File: src/rtl/swc_pkg.sv
// Shared types and constants for the serial word collector.
// Optional parity stage is enabled by defining SWC_PARITY_EN.
package swc_pkg;

    typedef enum logic [1:0] {
        IDLE    = 2'd0,
        COLLECT = 2'd1,
        PARITY  = 2'd2
    } swc_state_e;

    localparam int SWC_WIDTH = 4;
    localparam int SWC_DEPTH = 2;

endpackage

File: src/rtl/swc_fifo2.sv
// Two-entry synchronous word buffer; a push into a full buffer is taken
// when a pop happens on the same edge.
module swc_fifo2 #(
    parameter int WIDTH = swc_pkg::SWC_WIDTH
) (
    input  logic             clk,
    input  logic             rst,
    input  logic             push,
    input  logic             pop,
    input  logic [WIDTH-1:0] din,
    output logic [WIDTH-1:0] dout,
    output logic             full,
    output logic             empty
);

    logic [1:0][WIDTH-1:0] mem;
    logic                  wptr;
    logic                  rptr;
    logic [1:0]            count;
    logic                  wr_en;
    logic                  rd_en;

    assign full  = (count == 2'd2);
    assign empty = (count == 2'd0);
    assign rd_en = pop && !empty;
    // When full, the write slot equals the slot being popped this edge.
    assign wr_en = push && (!full || rd_en);
    assign dout  = mem[rptr];

    always_ff @(posedge clk) begin
        if (rst) begin
            mem   <= '0;
            wptr  <= 1'b0;
            rptr  <= 1'b0;
            count <= 2'd0;
        end else begin
            if (wr_en) begin
                mem[wptr] <= din;
                wptr      <= ~wptr;
            end
            if (rd_en)
                rptr <= ~rptr;
            count <= count + {1'b0, wr_en} - {1'b0, rd_en};
        end
    end

endmodule

File: src/rtl/serial_word_collector.sv
// Reassembles LSB-first serial bits into WIDTH-bit words behind a 2-entry buffer.
// Define SWC_PARITY_EN to take a trailing even-parity bit per word.
module serial_word_collector
    import swc_pkg::*;
#(
    parameter int WIDTH = SWC_WIDTH
) (
    input  logic             clk,
    input  logic             rst,
    input  logic             bit_in,
    input  logic             bit_valid,
    output logic [WIDTH-1:0] word_out,
    output logic             word_valid,
    input  logic             word_ready,
    output logic             busy,
`ifdef SWC_PARITY_EN
    output logic             parity_err,
`endif
    output logic             overrun
);

    localparam int CW = $clog2(WIDTH + 1);

    swc_state_e       state, state_nxt;
    logic [WIDTH-1:0] acc, acc_nxt;
    logic [CW-1:0]    cnt, cnt_nxt;
    logic             push;
    logic             pop;
    logic             full;
    logic             empty;
    logic             perr_nxt;

    assign pop        = word_valid && word_ready;
    assign word_valid = !empty;

    always_comb begin
        state_nxt = state;
        acc_nxt   = acc;
        cnt_nxt   = cnt;
        push      = 1'b0;
        perr_nxt  = 1'b0;
        if (bit_valid) begin
            case (state)
                IDLE: begin
                    acc_nxt   = {bit_in, acc[WIDTH-1:1]};
                    cnt_nxt   = CW'(1);
                    state_nxt = COLLECT;
                end
                COLLECT: begin
                    acc_nxt = {bit_in, acc[WIDTH-1:1]};
                    if (cnt == CW'(WIDTH - 1)) begin
`ifdef SWC_PARITY_EN
                        cnt_nxt   = CW'(WIDTH);
                        state_nxt = PARITY;
`else
                        cnt_nxt   = '0;
                        state_nxt = IDLE;
                        push      = 1'b1;
`endif
                    end else begin
                        cnt_nxt = cnt + CW'(1);
                    end
                end
`ifdef SWC_PARITY_EN
                PARITY: begin
                    // acc already holds the full word; the parity bit is not shifted in.
                    cnt_nxt   = '0;
                    state_nxt = IDLE;
                    if ((^acc ^ bit_in) == 1'b0)
                        push = 1'b1;
                    else
                        perr_nxt = 1'b1;
                end
`endif
                default: begin
                    cnt_nxt   = '0;
                    state_nxt = IDLE;
                end
            endcase
        end
    end

    always_ff @(posedge clk) begin
        if (rst) begin
            state   <= IDLE;
            acc     <= '0;
            cnt     <= '0;
            busy    <= 1'b0;
            overrun <= 1'b0;
        end else begin
            state <= state_nxt;
            acc   <= acc_nxt;
            cnt   <= cnt_nxt;
            busy  <= (cnt_nxt != '0);
            if (push && full && !pop)
                overrun <= 1'b1;
        end
    end

`ifdef SWC_PARITY_EN
    always_ff @(posedge clk) begin
        if (rst)
            parity_err <= 1'b0;
        else
            parity_err <= perr_nxt;
    end
`else
    logic unused_perr;
    assign unused_perr = perr_nxt;
`endif

    swc_fifo2 #(.WIDTH(WIDTH)) u_fifo (
        .clk   (clk),
        .rst   (rst),
        .push  (push),
        .pop   (pop),
        .din   (acc_nxt),
        .dout  (word_out),
        .full  (full),
        .empty (empty)
    );

endmodule

File: config.mk
export PLATFORM = sky130hd
export DESIGN_NAME = serial_word_collector
export DESIGN_NICKNAME = d
export VERILOG_FILES = /design/src/rtl/swc_pkg.sv /design/src/rtl/swc_fifo2.sv /design/src/rtl/serial_word_collector.sv
export SDC_FILE = /design/constraint.sdc
export NUM_CORES = 1
export LEC_CHECK = 0
export BUFFER_PORTS_ARGS = -buffer_cell sky130_fd_sc_hd__buf_2
export CAP_MARGIN = 10
export CELL_PAD_IN_SITES_DETAIL_PLACEMENT = 1
export CELL_PAD_IN_SITES_GLOBAL_PLACEMENT = 2
export CORE_MARGIN = 1
export CORE_UTILIZATION = 30
export CTS_CLUSTER_SIZE = 25
export DETAILED_ROUTE_END_ITERATION = 10
export GPL_ROUTABILITY_DRIVEN = 0
export PLACE_DENSITY = 0.74
export SLEW_MARGIN = 20
export SYNTH_ARGS = -nofsm -noshare
export SYNTH_HDL_FRONTEND = slang
export SYNTH_SLANG_ARGS = --single-unit
File: constraint.sdc
create_clock -name clk -period 2.9 [get_ports clk]
set_input_delay 0.58 -clock clk [delete_from_list [all_inputs] [get_ports clk]]
set_output_delay 0.58 -clock clk [all_outputs]
set_load 0.05 [all_outputs]
==> flow_summary.ini <==
[logic_synthesis]
synth_ff_type = dfxtp_1
netlist_instances = 99
synth_edf_count = 0
synthesis.nets = 106
syn_avg_cell_area_um2 = 10.11
synth_seq_area_share_pct = 44.00
synth_area_leader_cell = dfxtp_1
ys_async_sr_fraction_pct = 0
synth_top_area_share_pct = 44.00
ys_top_cells_by_area = dfxtp_1 (44%), mux2_4 (6.0%), mux2_1 (4.5%)
ys_seq_elements = 22
yosysUniqueCellTypes = 30
yosys_warnings = 0
syn_area_um2 = 1001

[place]
io_buffers = 11
dpl.hpwl_mm = 1.385

[run_status]
outcome = finished, final reports clean

[floorplanning]
core_um2 = 3103
initial_core_util_pct = 32.26
io_pins = 12
die_height_um = 59.76
die_x_um = 59.76
die_area_um2 = 3571
row_count = 20

[cells_and_area]
postLayoutCoreUtil_pct = 36.05
regArea_um2 = 440.4
drive_above_1_share_pct = 21.82
area_growth_pct = 11.75
multi_input_area_um2 = 538.0
antennaDiodeCount = 0
fillers = 380
nNetsFinal = 119

[clocking]
clk_latency_ns = 0.30
post-cts-setup-buffers = 0
cts_resized = 0
cts-root-buf = clkbuf_4
hold_buffers = 0
h-tree-depth = 1
cts_tree = done
clkTransAtPathRegs_ns = 0.11
clock-sinks = 22
cts_buffers = 3
clk_path_buf_depth = 2

[power_and_ir_drop]
clkPwrFrac_pct = 23.8
p_seq_share_pct = 58.5
vdd_drop_max_v = 0.0002431
p_leak_nw = 0.4901
p_sw_mw = 0.1638
pwr-share-comb_pct = 17.7
power_density_nw_per_um2 = 506.9
p_int_mw = 0.4032
sw_frac_of_total_pct = 28.89

[min_path]
min_path_type = flop to flop
hold_start = u_fifo.mem[3]$_SDFFE_PP0P_
holdPathStages = 2
min_to = u_fifo.mem[3]$_SDFFE_PP0P_

[routing]
drt-met1-wl_um = 848
drtIter0Drc = 28
routed-wl-met2_um = 928
wl_per_cell_um = 12.10
ant_nets = 0
wirelength_mm = 1.863
drc_errors = 0
vias = 707
dr_wl_met3_um = 67
vias_per_cell = 4.591
drt_pass1_iterations = 3
maxUsedRoutingLayer = met4

[timing]
finClkSkew_ns = 0.002428
hold_viol_final = 0
fin_tns_setup_ns = 0
slew_viol_final = 0
finalSetupViolCount = 0
rsz0062_at_grt = no
worst_slew_pin_slew_ns = 0.5058
max_freq_mhz = 520.1
slew_headroom_pct = 66.13
fin_crit_ns = 1.923
fin_crit_sh_pct = 66.30

[critical_path]
arrival_ns = 1.34
startpoint_type = flop
crit_buf_inv = 1
crit_required_ns = 2.32
rr_worst_depth = 5
path_cells = mux2_1 > buf_2
r2r-end = u_fifo.mem[4]$_SDFFE_PP0P_
r2r_start = cnt[0]$_SDFF_PP0_
r2r_slack_ns = 1.27
critPathMaxStageDelay_ns = 0.47
critPathMaxFanout = 5
crit_type = flop to output port
cpMaxStageDelayCell = dfxtp_1
path_delay_family = flip-flops
worstSetupEndpointType = output port

[global_route]
antenna_found_initial = 0
grt_max_degree = 23
grt_usage_pct = 12.34
grt_remaining_overflow = 0
first_global_vias = 739
grt_pass1_wl_mm = 3.249

[flow_run]
drv_cap = 0
-- placed cells by master (no fill, tap or decap), types with 2 or more instances in the layout --
cell and count:
mux2_1 4, ha_1 2, clkbuf_4 3, nor2_1 10, xnor2_1 3, nor3_1 4
nor2b_1 6, or2_1 2, buf_2 11, nand2_1 6, o21ai_1 6, nand2b_1 6
mux2_4 4, mux2i_1 4, inv_1 2, a21oi_1 2, dfxtp_1 22
-- flip-flops by register name, indices dropped and copies added (netlist names) --
register / cells
u_fifo.mem: 8
acc: 4
cnt: 3
u_fifo.count: 2
busy: 1
overrun: 1
state: 1
u_fifo.rptr: 1
u_fifo.wptr: 1
-- per-layer routing --
layer	vias to the layer above	track usage, %
met3	2	3.896
met4	0	3.987
li1	358	-
met5	-	0
met1	336	14.53
met2	11	21.11
-- cells by family (layout without fill, tap and decap cells) --
logic type	after synthesis	after routing	share of synthesized area, %
AO/OA/AOI/OAI	10	10	5.376
XOR/XNOR	4	4	3.501
adder cells (fa/ha/maj)	2	2	2.500
buffers and inverters	5	16	2.251
flip-flops	22	22	44.00
multiplexers	12	12	14.50
AND/OR/NAND/NOR	44	44	27.88
-- Yosys cell counts (3+ instances only) --
cell and instances:
dfxtp_1 22, mux2_1 4, mux2_4 4, mux2i_1 4, nand2_1 6, nand2b_1 6
nor2_1 10, nor2b_1 6, nor3_1 4, o21ai_1 6, xnor2_1 3
-- tightest hold or removal path: cells and delay by family (launching register included) --
| kind | cells | cell delay [ns] |
|---|---|---|
| flops | 1 | 0.32 |
| simple gates | 1 | 0.07 |
| compound gates | 1 | 0.05 |
-- final cells by class --
class	count	area share (%)
clock buffer	3	2.013
sequential	22	39.37
tap	44	4.922
timing repair buffer	11	4.922
inverter	2	0.6711
multi-input combinational	72	48.10
-- power by group through the flow --
stage                     Sequential (mW)  Clock, mW  Combinational [mW]
final                               0.332      0.135               0.100
after global routing                0.335      0.154               0.111
after CTS                           0.332      0.147               0.102
after detailed placement            0.339          0               0.102
after global placement              0.338          0              0.0995
after floorplan                     0.339          0              0.0773
-- metrics by stage --
stage,power [mW],hold slack [ns],setup slack [ns],cells,cell area [um^2]
after floorplan,0.4166,0.4384,1.105,99,1001
after detailed placement,0.4411,0.4582,1.099,151,1096
after global placement,0.4380,0.4479,1.117,151,1096
final,0.5670,0.4730,0.9774,154,1119
after CTS,0.5816,0.4791,0.9534,154,1119
after global routing,0.6001,0.4996,0.9160,154,1119
-- how the worst max path moves through the flow --
stage | cells past startpoint | from | endpoint | slack [ns]
finish | 2 | u_fifo.rptr$_SDFFE_PP0N_ | word_out[0] | 0.98
global route | 2 | u_fifo.rptr$_SDFFE_PP0N_ | word_out[3] | 0.92
CTS | 2 | u_fifo.rptr$_SDFFE_PP0N_ | word_out[3] | 0.95
detailed placement | 5 | word_ready | u_fifo.mem[6]$_SDFFE_PP0P_ | 1.10
global placement | 5 | word_ready | u_fifo.mem[5]$_SDFFE_PP0P_ | 1.12
floorplan | 6 | u_fifo.count[0]$_SDFF_PP0_ | u_fifo.count[1]$_SDFF_PP0_ | 1.10
No activity file was read; power rests on OpenSTA's default activity.
